--- config.mk ---
export PLATFORM = sky130hd
export DESIGN_NAME = mem_init_copier
export DESIGN_NICKNAME = d
export VERILOG_FILES = /design/src/rtl/mem_init_pkg.sv /design/src/rtl/mem_init_watchdog.sv /design/src/rtl/mem_init_copier.sv
export SDC_FILE = /design/constraint.sdc
export NUM_CORES = 1
export LEC_CHECK = 0
export BUFFER_PORTS_ARGS = -buffer_cell sky130_fd_sc_hd__buf_4
export CAP_MARGIN = 20
export CORE_MARGIN = 4
export CORE_UTILIZATION = 46
export CTS_CLUSTER_DIAMETER = 120
export DETAILED_ROUTE_END_ITERATION = 8
export PLACE_DENSITY = 0.7
export RECOVER_POWER = 25
export SLEW_MARGIN = 20
export SYNTH_ARGS = -nofsm -noshare
export SYNTH_HDL_FRONTEND = slang
export SYNTH_SLANG_ARGS = --single-unit
--- constraint.sdc ---
create_clock -name clk -period 3.45 [get_ports clk]
set_input_delay 0.345 -clock clk [delete_from_list [all_inputs] [get_ports clk]]
set_output_delay 0.345 -clock clk [all_outputs]
set_load 0.01 [all_outputs]
--- src/rtl/mem_init_pkg.sv ---
// mem_init_pkg: state encoding, bus strobe constants and sizing helper shared by the copier
package mem_init_pkg;
   typedef enum logic [2:0] {IDLE, RD, WR, ZERO, DONE, ERR} state_t;
   localparam logic [3:0] WSTRB_READ = 4'h0;
   localparam logic [3:0] WSTRB_WORD = 4'hF;
   function automatic logic [31:0] words_ceil(input logic [31:0] bytes);
      return (bytes >> 2) + {31'd0, |bytes[1:0]};
   endfunction
endpackage

--- src/rtl/mem_init_watchdog.sv ---
// mem_init_watchdog: flags a request that has waited TIMEOUT_CYCLES cycles without ready
module mem_init_watchdog #(
   parameter int unsigned TIMEOUT_CYCLES = 1023
) (
   input  logic clk,
   input  logic resetn,
   input  logic active,
   input  logic ack,
   output logic expired
);
   logic [31:0] cnt;
   // count stalled cycles; any accepted or idle cycle restarts the count
   always_ff @(posedge clk or negedge resetn)
      if (!resetn) cnt <= '0;
      else cnt <= (active && !ack) ? cnt + 32'd1 : '0;
   assign expired = active && !ack && (cnt == TIMEOUT_CYCLES - 32'd1);
endmodule

--- src/rtl/mem_init_copier.sv ---
// mem_init_copier: copies .data from ROM to RAM, zero-fills .bss, then releases the CPU reset
module mem_init_copier
   import mem_init_pkg::*;
#(
   parameter logic [31:0] DATA_LMA       = 32'h0000_c430,
   parameter logic [31:0] DATA_START     = 32'h0002_0000,
   parameter logic [31:0] DATA_END       = 32'h0002_09b0,
   parameter logic [31:0] BSS_END        = 32'h0002_09b0,
   parameter int unsigned TIMEOUT_CYCLES = 1023
) (
   input  logic        clk,
   input  logic        resetn,
   output logic        mem_valid,
   output logic        mem_instr,
   input  logic        mem_ready,
   output logic [31:0] mem_addr,
   output logic [31:0] mem_wdata,
   output logic [3:0]  mem_wstrb,
   input  logic [31:0] mem_rdata,
   output logic        done,
   output logic        err,
   output logic        cpu_resetn
);
   localparam logic [31:0] NCOPY  = words_ceil(DATA_END - DATA_START);
   localparam logic [31:0] NZERO  = words_ceil(BSS_END - DATA_END);
   localparam logic [31:0] NTOTAL = NCOPY + NZERO;
   state_t      state, state_n;
   logic [31:0] idx, idx_n, addr_n, wdata_n;
   logic [3:0]  wstrb_n;
   logic        valid_n, accept, expired, busy;
   assign accept    = mem_valid && mem_ready;
   assign busy      = state == RD || state == WR || state == ZERO;
   assign mem_instr = 1'b0;
   mem_init_watchdog #(.TIMEOUT_CYCLES(TIMEOUT_CYCLES)) u_watchdog (
      .clk(clk),
      .resetn(resetn),
      .active(mem_valid),
      .ack(mem_ready),
      .expired(expired)
   );
   // next state, word index and the request fields to present on the following edge;
   // the zero-fill index simply continues past NCOPY so its address follows the copy
   always_comb begin
      state_n = state;
      idx_n   = idx;
      wdata_n = mem_wdata;
      case (state)
         IDLE: state_n = (NCOPY != 0) ? RD : (NZERO != 0) ? ZERO : DONE;
         RD: if (accept) begin
            wdata_n = mem_rdata;
            state_n = WR;
         end
         WR: if (accept) begin
            idx_n   = idx + 32'd1;
            state_n = (idx_n != NCOPY) ? RD : (NZERO != 0) ? ZERO : DONE;
         end
         ZERO: if (accept) begin
            idx_n   = idx + 32'd1;
            state_n = (idx_n != NTOTAL) ? ZERO : DONE;
         end
         default: ;
      endcase
      if (expired) state_n = ERR;
      valid_n = busy && !accept && !expired;
      addr_n  = (state_n == RD) ? DATA_LMA + (idx_n << 2) :
                (state_n == WR || state_n == ZERO) ? DATA_START + (idx_n << 2) : mem_addr;
      wstrb_n = (state_n == RD) ? WSTRB_READ :
                (state_n == WR || state_n == ZERO) ? WSTRB_WORD : mem_wstrb;
      if (state_n == ZERO) wdata_n = '0;
   end
   // state, index, bus request and status registers, all cleared asynchronously
   always_ff @(posedge clk or negedge resetn)
      if (!resetn) begin
         state      <= IDLE;
         idx        <= '0;
         mem_valid  <= 1'b0;
         mem_addr   <= '0;
         mem_wdata  <= '0;
         mem_wstrb  <= '0;
         done       <= 1'b0;
         err        <= 1'b0;
         cpu_resetn <= 1'b0;
      end else begin
         state      <= state_n;
         idx        <= idx_n;
         mem_valid  <= valid_n;
         mem_addr   <= addr_n;
         mem_wdata  <= wdata_n;
         mem_wstrb  <= wstrb_n;
         done       <= state_n == DONE;
         err        <= state_n == ERR;
         cpu_resetn <= state_n == DONE;
      end
endmodule

==> impl_metrics.tcl <==
set metrics [dict create \
    nNetsFinal 1008 \
    ant_nets 0 \
    synth_area_um2 7440 \
    grt_pass1_wl_mm 33.5 \
    crit_slowest_cell "dfrtp_2" \
    place_ws_ns 0.0397 \
    worst_pin_slew_ns 1.85 \
    min_path_type "input pin to flop" \
    ff2ff_path_depth 11 \
    drv_cap 1 \
    ys_types 73 \
    numPortBuffers 104 \
    power_density_nw_per_um2 488 \
    yosysWarningCount 0 \
    timing.rr.start "idx[0]" \
    dieArea_um2 18300 \
    cts_sinks 133 \
    min_period_over_period 0.944 \
    layout-drive-gt1-share 0.221 \
    start_util 0.468 \
    regArea_um2 3330 \
    grt-ovfl-total 0 \
    cpPeakStageDelay_ns 0.43 \
    arrival_ns 3.58 \
    vias_per_cell 5.57 \
    fin_hold_ws_ns 0.162 \
    peakVddDrop_mv 0.346 \
    path_max_fanout 8 \
    dr_total_vias 6669 \
    drt_iter0_drc 544 \
    hpwl_mm 14.4 \
    h-tree-depth 4 \
    core_um2 15900 \
    fin_ws_ns 0.193 \
    routedWlPerCell_um 16.9 \
    slew_headroom -0.233 \
    syn_to_final_growth_pct 25.7 \
    whs_path_depth 3 \
    routed_wl_mm 20.2 \
    p_leak_nw 4.04 \
    num-fill-cells 1407 \
    synth_edf_count 0 \
    antenna_cells 0 \
    rows 46 \
    min_to "mem_wdata[1]" \
    worstSetupPathType "flop to flop" \
    path_clk_slew_ns 0.06 \
    r2r_slack_ns 0.19 \
    pin_count 108 \
    async_flop_share 1.00 \
    yosysSeqAreaShare 0.448 \
    track_usage 0.227 \
    cts_tree "built" \
    synth.avg_cell_area_um2 8.86 \
    skew_ns 0.00815 \
    fin_crit_ns 3.26 \
    synth_flop_cell "dfrtp_1" \
    grt_max_degree 70 \
    die_w_um 135 \
    multi_input_area_um2 3810 \
    hold_violations 0 \
    drc_errors 0 \
    fmax_ghz 0.307 \
    grt_pass1_vias 6426 \
    dr.pass1.iters 5 \
    timing.rr.end "mem_addr[25]" \
    slew_viol_final 69 \
    antenna_found_initial 0 \
    outcome "complete, but fails checks" \
    endpoint_kind "flop" \
    ys_ff_latch 133 \
    die_h_um 135 \
    cts_buffer_depth 2 \
    cts_buffers 17 \
    start_kind "flop" \
    gp_congestion 0.976 \
    setup_violations 0 \
    failed_checks "max-capacitance violations, max-slew violations" \
    crit_path_cell_trace "ha_4, and4_2, nand4_1, o21a_1, nor4_1, nand4_2, buf_4, o311ai_4, nand4_4, o31a_1, o31ai_1" \
    clk_latency_ns 0.42 \
    hp-start "mem_rdata[1]" \
    cts_root_buffer "clkbuf_16" \
    syn_inst 839 \
    critical_path_required_ns 3.77 \
]
power by group:
part | switching, mW | total, mW | internal [mW]
clock network | 0.721 | 1.93 | 1.21
logic | 0.519 | 0.856 | 0.336
registers | 0.110 | 1.77 | 1.66
total | 1.35 | 4.56 | 3.21
state kept, by name, summed over array words and instances, names as in the netlist, 3 cells and up:
register	count
idx	32
mem_wdata	32
u_watchdog.cnt	32
mem_addr	30
state	3
cell usage in the layout (no fill, tap or decap), types with 12 or more instances in the layout:
cell / Yosys / routed
nor3_1: 35 / 34
dfrtp_1: 133 / 130
xnor2_1: 34 / 33
o31ai_1: 14 / 14
nand4_1: 25 / 25
o21ai_0: 25 / 25
nor2_1: 63 / 62
clkbuf_16: 0 / 17
buf_4: 12 / 147
inv_1: 27 / 27
nand3_1: 53 / 52
nor4_1: 13 / 12
nand2_1: 139 / 139
xor2_1: 31 / 31
a21oi_1: 45 / 45
critical path: cells and delay by family (launching register included):
| kind | cells | cell delay [ns] |
|---|---|---|
| compound gates | 4 | 1.13 |
| buf+inv | 1 | 0.20 |
| fa+ha+maj | 1 | 0.19 |
| flops | 1 | 0.43 |
| simple gates | 5 | 1.20 |
stage by stage:
step	power, mW	instances	TNS, ns	area [um2]	util
6_report	4.56	1197	0	9350	0.589
5_1_grt	4.76	1197	-0.0166	9350	0.589
3_3_place_gp	2.62	1161	0	8650	0.545
2_1_floorplan	2.28	841	0	7440	-
4_1_cts	4.56	1195	0	9310	0.586
3_5_place_dp	2.63	1161	0	8650	0.545
how the worst max path moves through the flow:
stage | startpoint | to | slack, ns | cells after the start
after floorplan | idx[0] | mem_addr[30] | 0.25 | 12
after global placement | idx[0] | mem_addr[25] | 0.09 | 10
after detailed placement | idx[0] | mem_addr[25] | 0.04 | 10
after CTS | idx[0] | mem_addr[25] | 0.04 | 11
after global routing | state[2] | mem_addr[26] | -0.01 | 12
final | idx[0] | mem_addr[25] | 0.19 | 11
per-layer routing:
layer / vias up / GRT usage / part of all wire
met1: 3199 / 0.321 / 0.45
met5: - / 0 / 0
met2: 208 / 0.353 / 0.47
met3: 23 / 0.0605 / 0.068
met4: 0 / 0.0521 / 0.0099
li1: 3239 / - / -
cells by family after synthesis:
kind of cell / Yosys count / synth area share
muxes: 3 / 0.00404
xor gates and xnor gates: 66 / 0.0787
DFF: 133 / 0.448
AOI/OAI and AO/OA: 143 / 0.129
other: 1 / 0.000504
buffers and inverters: 81 / 0.0506
and+or+nand+nor: 407 / 0.281
adders and majority gates: 5 / 0.00841
cell usage after synthesis, drive strengths merged, types with 6 or more instances:
| cell type | instances | area [um2] |
|---|---|---|
| buf | 34 | 200 |
| o21a | 9 | 67.6 |
| clkbuf | 18 | 67.6 |
| nor4 | 17 | 131 |
| a21oi | 45 | 225 |
| xnor2 | 35 | 314 |
| o31ai | 14 | 105 |
| o311ai | 6 | 70.1 |
| nand4 | 28 | 203 |
| inv | 28 | 105 |
| dfrtp | 133 | 3330 |
| and2 | 9 | 56.3 |
| and3 | 12 | 75.1 |
| nor2 | 63 | 236 |
| nor3 | 38 | 211 |
| nand3 | 55 | 293 |
| or3 | 9 | 56.3 |
| o31a | 7 | 61.3 |
| xor2 | 31 | 272 |
| o21ai | 27 | 135 |
| and4 | 10 | 87.6 |
| or4 | 6 | 48.8 |
| nand2 | 139 | 522 |
cell type report:
cell class                 instances  area share
clock inverter                    11      0.0174
timing repair buffer             160       0.128
tap                              216      0.0289
sequential                       133       0.356
inverter                          29      0.0116
multi-input combinational        627       0.408
clock buffer                      21      0.0503
repair_timing:
| item | 4_1_cts | 5_1_grt |
|---|---|---|
| resized for setup | 0 | 18 |
| pin swaps | 1 | 1 |
| hold buffers | 1 | 0 |
| setup endpoints to repair | 1 | 26 |
| hold endpoints to repair | 68 | 0 |
| setup buffers | 1 | 2 |
(Power assumes the default switching activity.)
